### src/rtl/bram_stream_reader.sv
// Read-side controller for the dual-port block RAM: walks a contiguous (wrapping)
// address range and emits the words as a valid/ready stream with last marking.
module bram_stream_reader #(
    parameter int ADDR_BITS = 11,
    parameter int DATA_BITS = 16
) (
    input  logic                 clk,
    input  logic                 rst,
    input  logic                 start,
    input  logic [ADDR_BITS-1:0] base_addr,
    input  logic [ADDR_BITS:0]   length,
    output logic                 busy,
    output logic                 done,
    output logic [ADDR_BITS-1:0] mem_addr,
    output logic                 mem_en,
    input  logic [DATA_BITS-1:0] mem_data,
    output logic [DATA_BITS-1:0] m_data,
    output logic                 m_valid,
    input  logic                 m_ready,
    output logic                 m_last
);

    typedef enum logic [1:0] {IDLE, READ, FINISH} state_t;

    localparam logic [ADDR_BITS-1:0] ADDR_ONE = 1;
    localparam logic [ADDR_BITS:0]   CNT_ONE  = 1;

    state_t                state;
    logic [ADDR_BITS:0]    issue_cnt;
    logic [ADDR_BITS:0]    pop_cnt;
    logic                  inflight;
    logic [DATA_BITS-1:0]  fifo_mem [2];
    logic                  wr_ptr;
    logic                  rd_ptr;
    logic [1:0]            fifo_cnt;
    logic                  pop;
    logic [2:0]            credit;

    assign pop     = m_valid && m_ready;
    // Occupancy after this edge if nothing new were issued; the in-flight word
    // already holds a slot, so at most two words are ever owed to the FIFO.
    assign credit  = {1'b0, fifo_cnt} + {2'b00, inflight} - {2'b00, pop};
    assign mem_en  = (state == READ) && (issue_cnt != '0) && (credit < 3'd2);
    assign m_valid = (fifo_cnt != 2'd0);
    assign m_data  = fifo_mem[rd_ptr];
    assign m_last  = m_valid && (pop_cnt == CNT_ONE);

    always_ff @(posedge clk or posedge rst) begin
        if (rst) begin
            state     <= IDLE;
            issue_cnt <= '0;
            pop_cnt   <= '0;
            inflight  <= 1'b0;
            wr_ptr    <= 1'b0;
            rd_ptr    <= 1'b0;
            fifo_cnt  <= 2'd0;
            mem_addr  <= '0;
            busy      <= 1'b0;
            done      <= 1'b0;
            for (int i = 0; i < 2; i++) fifo_mem[i] <= '0;
        end else begin
            inflight <= mem_en;
            done     <= 1'b0;

            if (inflight) begin
                fifo_mem[wr_ptr] <= mem_data;
                wr_ptr           <= ~wr_ptr;
            end
            if (pop) rd_ptr <= ~rd_ptr;
            fifo_cnt <= fifo_cnt + {1'b0, inflight} - {1'b0, pop};

            if (mem_en) begin
                mem_addr  <= mem_addr + ADDR_ONE;
                issue_cnt <= issue_cnt - CNT_ONE;
            end

            case (state)
                IDLE: begin
                    if (start) begin
                        busy <= 1'b1;
                        if (length != '0) begin
                            mem_addr  <= base_addr;
                            issue_cnt <= length;
                            pop_cnt   <= length;
                            state     <= READ;
                        end else begin
                            state <= FINISH;
                            done  <= 1'b1;
                        end
                    end
                end
                READ: begin
                    if (pop) begin
                        pop_cnt <= pop_cnt - CNT_ONE;
                        if (pop_cnt == CNT_ONE) begin
                            state <= FINISH;
                            done  <= 1'b1;
                        end
                    end
                end
                FINISH: begin
                    state <= IDLE;
                    busy  <= 1'b0;
                end
                default: state <= IDLE;
            endcase
        end
    end

endmodule

### config.mk
export PLATFORM = sky130hd
export DESIGN_NAME = bram_stream_reader
export DESIGN_NICKNAME = d
export VERILOG_FILES = /design/src/rtl/bram_stream_reader.sv
export SDC_FILE = /design/constraint.sdc
export NUM_CORES = 1
export LEC_CHECK = 0
export CORE_MARGIN = 2
export CORE_UTILIZATION = 55
export DETAILED_ROUTE_END_ITERATION = 12
export PLACE_DENSITY = 0.87
export SLEW_MARGIN = 20
export SYNTH_ARGS = -nofsm -noshare
export SYNTH_HDL_FRONTEND = slang
export SYNTH_SLANG_ARGS = --single-unit
### constraint.sdc
create_clock -name clk -period 4.8 [get_ports clk]
set_clock_uncertainty 0.1 [all_clocks]
set_input_delay 0.96 -clock clk [delete_from_list [all_inputs] [get_ports clk]]
set_output_delay 0.96 -clock clk [all_outputs]
set_load 0.01 [all_outputs]
# After elaboration in Yosys (flattened, before gate mapping)

Index checks and enable logic that the tools add are counted.

Input port bits: 43
Register bits: 76

Bitwise logic cells: 4
Magnitude comparators: 4
Multiplexer cells: 30
Reduce and logical (&&, ||, !) cells: 14
Equal/unequal tests: 7
$add $sub $neg: 7

Operator list:

| kind                    | number |
|---|---|
| $mux W12                | 7 |
| $mux W16                | 4 |
| $mux W11                | 4 |
| $bwmux W32              | 1 |
| $pmux W12 S2            | 1 |
| $reduce_bool A12 Y1     | 2 |
| $sub A12 B1 Y12 const B | 2 |
| $demux W16 S1           | 1 |
| $eq A12 B1 Y1 const B   | 1 |
| $add A11 B1 Y11 const B | 1 |
| $mux W2                 | 4 |
| $ne A2 B2 Y1 const B    | 3 |
| $reduce_bool A2 Y1      | 3 |
| $logic_and A1 B1 Y1     | 5 |
| $mux W1                 | 5 |
| $ge A2 B2 Y1 const B    | 2 |
| $not A1 Y2              | 2 |
| $pmux W1 S2             | 2 |
| $pmux W2 S2             | 1 |
| $reduce_and A4 Y1       | 1 |
| $add A2 B1 Y3           | 1 |
| $lt A3 B2 Y1 const B    | 1 |
| $reduce_and A3 Y1       | 1 |
| $sub A3 B1 Y3           | 1 |
| other kinds (9)         | 10 |

# Longest topological paths before layout

Gate-level depths: netlist of the first run.

Depth in word-level cells: 9
Mapped depth: 12

# Worst setup path before layout of the first run

Ideal clock, no wire load.

Kind: input-to-output
From: input m_ready
To: output mem_en
Setup slack: 1112 ps
Stages on the path: 8
Required time: 3740 ps
Data arrival time: 2628 ps
Cells stage by stage: and2_1 ha_1 inv_1 ha_1 fa_1 nor3_4 nand2_4 inv_1

Longest elaborated chain between the ends: 4

RTL lines:

| what                | RTL line | source |
|---|---|---|
| start, declared     | 19       | `input logic m_ready,` |
| $logic_and A1 B1 Y1 | 39       | `assign pop = m_valid && m_ready;` |
| $sub A3 B1 Y3       | 42       | `assign credit = {1'b0, fifo_cnt} + {2'b00, inflight} - {2'b00, pop};` |
| net credit[1]       | 37       | `logic [2:0] credit;` |
| $lt A3 B2 Y1        | 43       | `assign mem_en = (state == READ) && (issue_cnt != '0) && (credit < 3'd2);` |
| $logic_and A1 B1 Y1 | 43       |  |
| end, declared       | 15       | `output logic mem_en,` |

The timed path passes the listed nets, and every way through them passes these cells.

# Worst setup path in the final report of the first run

From: input m_ready
To: output mem_en

Longest elaborated chain between the ends: 4

RTL lines:

| what                | RTL line | source |
|---|---|---|
| $logic_and A1 B1 Y1 | 39       |  |
| net pop             | 36       | `logic pop;` |
| $sub A3 B1 Y3       | 42       |  |
| net credit[1]       | 37       |  |
| $lt A3 B2 Y1        | 43       |  |
| $logic_and A1 B1 Y1 | 43       |  |

The timed path passes the listed nets, and every way through them passes these cells.

==> results.sh, run 1 <==
export IMPL_layout_drive_gt1_share=0.1830
export IMPL_clkLatencyLatePin_ps=350
export IMPL_grt_start_max_net_pins=40
export IMPL_maxCapViolCount=0
export IMPL_leakage_nw=1.986
export IMPL_crit_required_ps=3740
export IMPL_finalSetupViolCount=0
export IMPL_rows=30
export IMPL_rsz0062_at_grt="no"
export IMPL_ys_async_sr_fraction=1.000
export IMPL_holdCritPathClass="register to register"
export IMPL_synth_area_leaders="dfrtp_1 48%, mux2_2 14%, xor2_1 4.0%"
export IMPL_areaGrowthSynthToFinish_pct=25.02
export IMPL_htreeDepth=3
export IMPL_die_h_um=88.86
export IMPL_dp_cells=528
export IMPL_fin_ws_ps=156.8
export IMPL_synth_net_count=422
export IMPL_grtUsageTotal=0.2349
export IMPL_cp_arrival_ps=3580
export IMPL_grt_pass1_wl_mm=14.25
export IMPL_hold_start="pop_cnt[10]"
export IMPL_cp_max_fo=3
export IMPL_synth_most_common_cell="dfrtp_1"
export IMPL_overflow=0
export IMPL_timing_slew_headroom=0.4170
export IMPL_final_util=0.7208
export IMPL_period_share=0.9673
export IMPL_cts_path_max_buffers=2
export IMPL_path_clk_slew_ps=90
export IMPL_yosysTopAreaCell="dfrtp_1"
export IMPL_ys_warn_count=0
export IMPL_design_area_um2=4951
export IMPL_final_nets=493
export IMPL_antenna_left=0
export IMPL_reg2reg_from="fifo_cnt[1]"
export IMPL_crit_start="m_ready"
export IMPL_synthCells=372
export IMPL_cts_sinks=76
export IMPL_syn_avg_cell_area_um2=10.65
export IMPL_cts_root_buf="clkbuf_8"
export IMPL_yosys_cell_types_count=51
export IMPL_initial_utilization=0.5765
export IMPL_cts_setup_buffers=0
export IMPL_grt_pass1_vias=3064
export IMPL_synth_seq_cells=76
export IMPL_pre_cts_ws_ps=141.8
export IMPL_tns_ps=0
export IMPL_crit_path_end_kind="output pin"
export IMPL_die_x_um=88.86
export IMPL_portBuffers=74
export IMPL_cts_resized=0
export IMPL_viasPerCell=5.697
export IMPL_drt_initial_drc_count=147
export IMPL_grt_antenna_before_repair=0
export IMPL_worstSetupPathType="input pin to output pin"
export IMPL_wire_per_inst_um=16.05
export IMPL_synthTopCellsByCount="76 x dfrtp_1, 49 x mux2_2, 31 x nand2_1"
export IMPL_drcViolationCount=0
export IMPL_gp_congestion=0.8955
export IMPL_tightestPinTransition_ps=874.6
export IMPL_post_route_min_period_ps=4643
export IMPL_wl_mm=8.731
export IMPL_die_area_um2=7895
export IMPL_ir_drop_v=0.0003637
export IMPL_synthFlopType="dfrtp_1"
export IMPL_antenna_cells=0
export IMPL_layoutNonFillerInstCount=544
export IMPL_hold_viol=0
export IMPL_fmax_mhz=215.4
export IMPL_core_area_um2=6869
export IMPL_status="completed"
export IMPL_holdBufCountCts=0
export IMPL_netlist_area_leader_share=0.4803
export IMPL_cts_tree="yes"
export IMPL_power_per_cell_area_nw_per_um2=684.1
export IMPL_nFillCells=507
export IMPL_worst_setup_path_start_kind="input pin"
export IMPL_vias=3099
export IMPL_netlist_area_um2=3960
export IMPL_cts_buffers=9
export IMPL_post_dp_hpwl_mm=6.203
export IMPL_pin_count=75
export IMPL_maxSlewViolCount=0
export IMPL_post_dp_cell_area_um2=4743
export IMPL_firstDrtPassIters=4
export IMPL_ys_seq_area_frac=0.4803
export IMPL_synth_edff_count=0
metal layers:
layer / GRT usage / share of wire / up-vias / routed length [um]
met4: 0.07163 / 0.0042 / 0 / 37
met1: 0.3089 / 0.43 / 1510 / 3723
met5: 0 / 0 / - / 0
li1: - / - / 1475 / -
met2: 0.4016 / 0.51 / 108 / 4453
met3: 0.03638 / 0.059 / 6 / 517
final cells by class:
class | instances | area [um2] | share of cell area
clock buffer | 10 | 137.6 | 0.02780
clock inverter | 6 | 70.07 | 0.01415
inverter | 12 | 45.04 | 0.009098
multi-input combinational | 265 | 1898 | 0.3834
sequential | 76 | 1902 | 0.3841
tap | 96 | 120.1 | 0.02426
timing repair buffer | 79 | 778.2 | 0.1572
worst paths after layout:
kind | endpoint | slack (ps) | cells after the start
max | mem_en | 160 | 10
min | pop_cnt[10] | 400 | 1
max reg2reg | issue_cnt[9] | 1520 | 10
min reg2reg | pop_cnt[10] | 400 | 1
max in group asynchronous | fifo_cnt[0] | 2640 | 3
min in group asynchronous | fifo_mem[16] | 980 | 2
flip-flops by register name (all words and copies together) (netlist names):
| name | cells |
|---|---|
| busy | 1 |
| done | 1 |
| fifo_cnt | 2 |
| fifo_mem | 32 |
| inflight | 1 |
| issue_cnt | 12 |
| mem_addr | 11 |
| pop_cnt | 12 |
| rd_ptr | 1 |
| state | 2 |
| wr_ptr | 1 |
worst max-delay path: stages:
cell and delay (ps):
clkdlybuf4s50_1 460, and2_1 180, ha_1 270, inv_1 40, ha_1 180, fa_1 530
nor3_4 260, nand2_4 60, inv_1 90, clkdlybuf4s50_1 550
power breakdown:
part / internal (W) / total (W) / switching [W]
registers: 0.000956 / 0.00124 / 0.000289
logic: 0.000882 / 0.00164 / 0.000753
clock network: 0.000258 / 0.000507 / 0.000249
total: 0.00210 / 0.00339 / 0.00129
per-stage QoR:
stage / total power, W / hold WS, ps
6_report: 0.003387 / 401.1
5_1_grt: 0.003635 / 420.3
4_1_cts: 0.003404 / 401.0
3_5_place_dp: 0.002887 / 375.9
3_3_place_gp: 0.002793 / 373.8
2_1_floorplan: 0.002279 / 357.6
layout by cell type, fill, tap and decap left out, drive strengths merged, types with 3 or more instances in the layout:
cell type,Yosys,routed
o2bb2ai,4,4
nand3,16,16
xor2,18,18
o211ai,3,3
nand4,9,9
ha,6,6
a31oi,3,3
clkdlybuf4s50,0,74
o21ai,28,28
dfrtp,76,76
and3,6,6
clkbuf,10,10
nand2,32,32
mux2,49,49
and2,5,5
nor3,11,11
nor4,9,9
buf,9,5
nor2,18,18
inv,12,14
clkinvlp,0,3
a21oi,17,17
logic make-up (layout without fill, tap and decap cells):
logic type,after synthesis,count (layout),synth area share
compound gates,65,65,0.09573
flops,76,76,0.4803
simple gates,122,122,0.1709
mux,51,51,0.1444
fa+ha+maj,7,7,0.02401
buf+inv,31,107,0.04044
xor+xnor,20,20,0.04423
(Power assumes the default switching activity.)
==> run 2: changes to the inputs <==
CORE_MARGIN = default   (was 2)
GPL_TIMING_DRIVEN = 0   (was default)
REMOVE_ABC_BUFFERS = 1   (was default)
==> results.sh, run 2 (synthesis gave the netlist of run 1 again) <==
export IMPL_p_clk_frac=0.152
export IMPL_crit_start="m_ready"
export IMPL_initial_utilization=0.5765
export IMPL_clkLatencyLatePin_ps=350
export IMPL_post_dp_hpwl_mm=6.021
export IMPL_cts_path_max_buffers=2
export IMPL_layout_drive_gt1_share=0.1798
export IMPL_holdCritPathClass="register to register"
export IMPL_holdBufCountCts=0
export IMPL_antenna_cells=0
export IMPL_die_h_um=86.86
export IMPL_grt_pass1_vias=3133
export IMPL_worstRegToRegCells=10
export IMPL_grt_antenna_before_repair=0
export IMPL_power_per_cell_area_nw_per_um2=677.3
export IMPL_overflow=0
export IMPL_gp_congestion=0.8401
export IMPL_tns_ps=0
export IMPL_hold_viol=0
export IMPL_core_area_um2=6869
export IMPL_p_comb_frac=0.479
export IMPL_final_nets=490
export IMPL_cp_arrival_ps=3330
export IMPL_drcViolationCount=0
export IMPL_die_x_um=86.86
export IMPL_tightestPinTransition_ps=926.8
export IMPL_htreeDepth=3
export IMPL_grtUsageTotal=0.2452
export IMPL_sw_frac_of_total=0.3813
export IMPL_post_route_min_period_ps=4388
export IMPL_power_switching_w=0.001280
export IMPL_rows=30
export IMPL_layout_commonest_cell="dfrtp_1"
export IMPL_cts_root_buf="clkbuf_8"
export IMPL_leakage_nw=1.994
export IMPL_pin_count=75
export IMPL_worstSetupPathType="input pin to output pin"
export IMPL_worst_setup_path_start_kind="input pin"
export IMPL_vias=3104
export IMPL_path_clk_slew_ps=90
export IMPL_grt_start_max_net_pins=55
export IMPL_final_util=0.7215
export IMPL_regMostFlops="fifo_mem"
export IMPL_period_share=0.9141
export IMPL_largest_reg_flops=32
export IMPL_grt_pass1_wl_mm=14.35
export IMPL_maxSlewViolCount=0
export IMPL_crit_path_end_kind="output pin"
export IMPL_worstSetupEndpoint="mem_en"
export IMPL_antenna_left=0
export IMPL_cp_max_fo=7
export IMPL_firstDrtPassIters=5
export IMPL_timing_slew_headroom=0.3780
export IMPL_viasPerCell=5.738
export IMPL_rsz0062_at_grt="no"
export IMPL_fmax_mhz=227.9
export IMPL_cts_tree="yes"
export IMPL_finalSetupViolCount=0
export IMPL_die_area_um2=7544
export IMPL_p_int_w=0.002077
export IMPL_areaGrowthSynthToFinish_pct=25.15
export IMPL_drt_initial_drc_count=136
export IMPL_status="completed"
export IMPL_reg_top3="fifo_mem (32), issue_cnt (12), pop_cnt (12)"
export IMPL_wl_mm=8.473
export IMPL_maxCapViolCount=0
export IMPL_crit_required_ps=3740
export IMPL_rr_endpoint="issue_cnt[9]"
export IMPL_portBuffers=74
export IMPL_cts_sinks=76
export IMPL_p_seq_frac=0.369
export IMPL_reg2reg_from="fifo_cnt[1]"
export IMPL_wire_per_inst_um=15.66
export IMPL_cts_buffers=9
export IMPL_rrSetupSlack_ps=1590
export IMPL_ir_drop_v=0.0003165
export IMPL_mostFrequentLayoutCells="76 x dfrtp_1, 73 x clkdlybuf4s50_1, 49 x mux2_2"
run 2: cell count changes in the layout (fill, tap and decap cells not counted), sizes merged:
cell           previous run  this run
buf                       5         2
clkdlybuf4s50            74        73
dlymetal6s2s              0         1
run 2: through the flow:
stage	total power, W	cells	area (um2)	setup WS, ps	hold WS, ps
3_3_place_gp	0.002762	523	4706	-314.5	373.7
4_1_cts	0.003376	541	4954	35.52	408.0
3_5_place_dp	0.002855	524	4738	-344.7	387.6
5_1_grt	0.003597	541	4956	255.3	427.2
6_report	0.003357	541	4956	412.1	406.3
2_1_floorplan	0.002214	353	3845	941.2	357.6
run 2: worst min path at each step:
stage                 from          end  slack [ps]  cells after the start
3_5_place_dp   fifo_mem[9]  fifo_mem[9]         390                      1
2_1_floorplan  pop_cnt[10]  pop_cnt[10]         360                      1
6_report       fifo_mem[9]  fifo_mem[9]         410                      1
4_1_cts        fifo_mem[9]  fifo_mem[9]         410                      1
5_1_grt        pop_cnt[10]  pop_cnt[10]         430                      1
3_3_place_gp        wr_ptr       wr_ptr         370                      1
run 2: power by group through the flow:
stage / Clock, W / Combinational (W) / Sequential (W)
final: 0.000509 / 0.00161 / 0.00124
after global routing: 0.000550 / 0.00176 / 0.00129
after CTS: 0.000516 / 0.00162 / 0.00124
after detailed placement: 0 / 0.00161 / 0.00125
after global placement: 0 / 0.00154 / 0.00122
after floorplan: 0 / 0.00102 / 0.00119
run 2: layout make-up:
cell class	instances	area, um2
clock buffer	10	137.6
timing repair buffer	76	778.2
clock inverter	6	70.07
inverter	12	47.55
sequential	76	1902
multi-input combinational	265	1901
tap	96	120.1
fill	505	1913
run 2: what timing repair did:
| item | in CTS | in global routing |
|---|---|---|
| gates resized for setup | 0 | 1 |
| hold endpoints to repair | 0 | 0 |
| gates cloned | 0 | 0 |
| pin swaps | 1 | 1 |
| buffers inserted | 1 | 0 |
| setup endpoints to repair | 1 | 1 |
run 2: critical path, cell delays in order:
cell and delay (ps):
clkdlybuf4s50_1 450, and2_1 180, ha_1 270, inv_1 40
ha_1 180, fa_1 380, xnor2_1 190, nor3_4 260
nand2_4 140, inv_1 100, dlymetal6s2s_1 180
run 2: metal layers:
| layer | vias to the layer above | wire [um] | global-route usage |
|---|---|---|---|
| met5 | - | 0 | 0 |
| met4 | 0 | 125 | 0.08788 |
| met3 | 12 | 433 | 0.04171 |
| met2 | 102 | 4223 | 0.4130 |
| met1 | 1516 | 3690 | 0.3197 |
| li1 | 1474 | - | - |
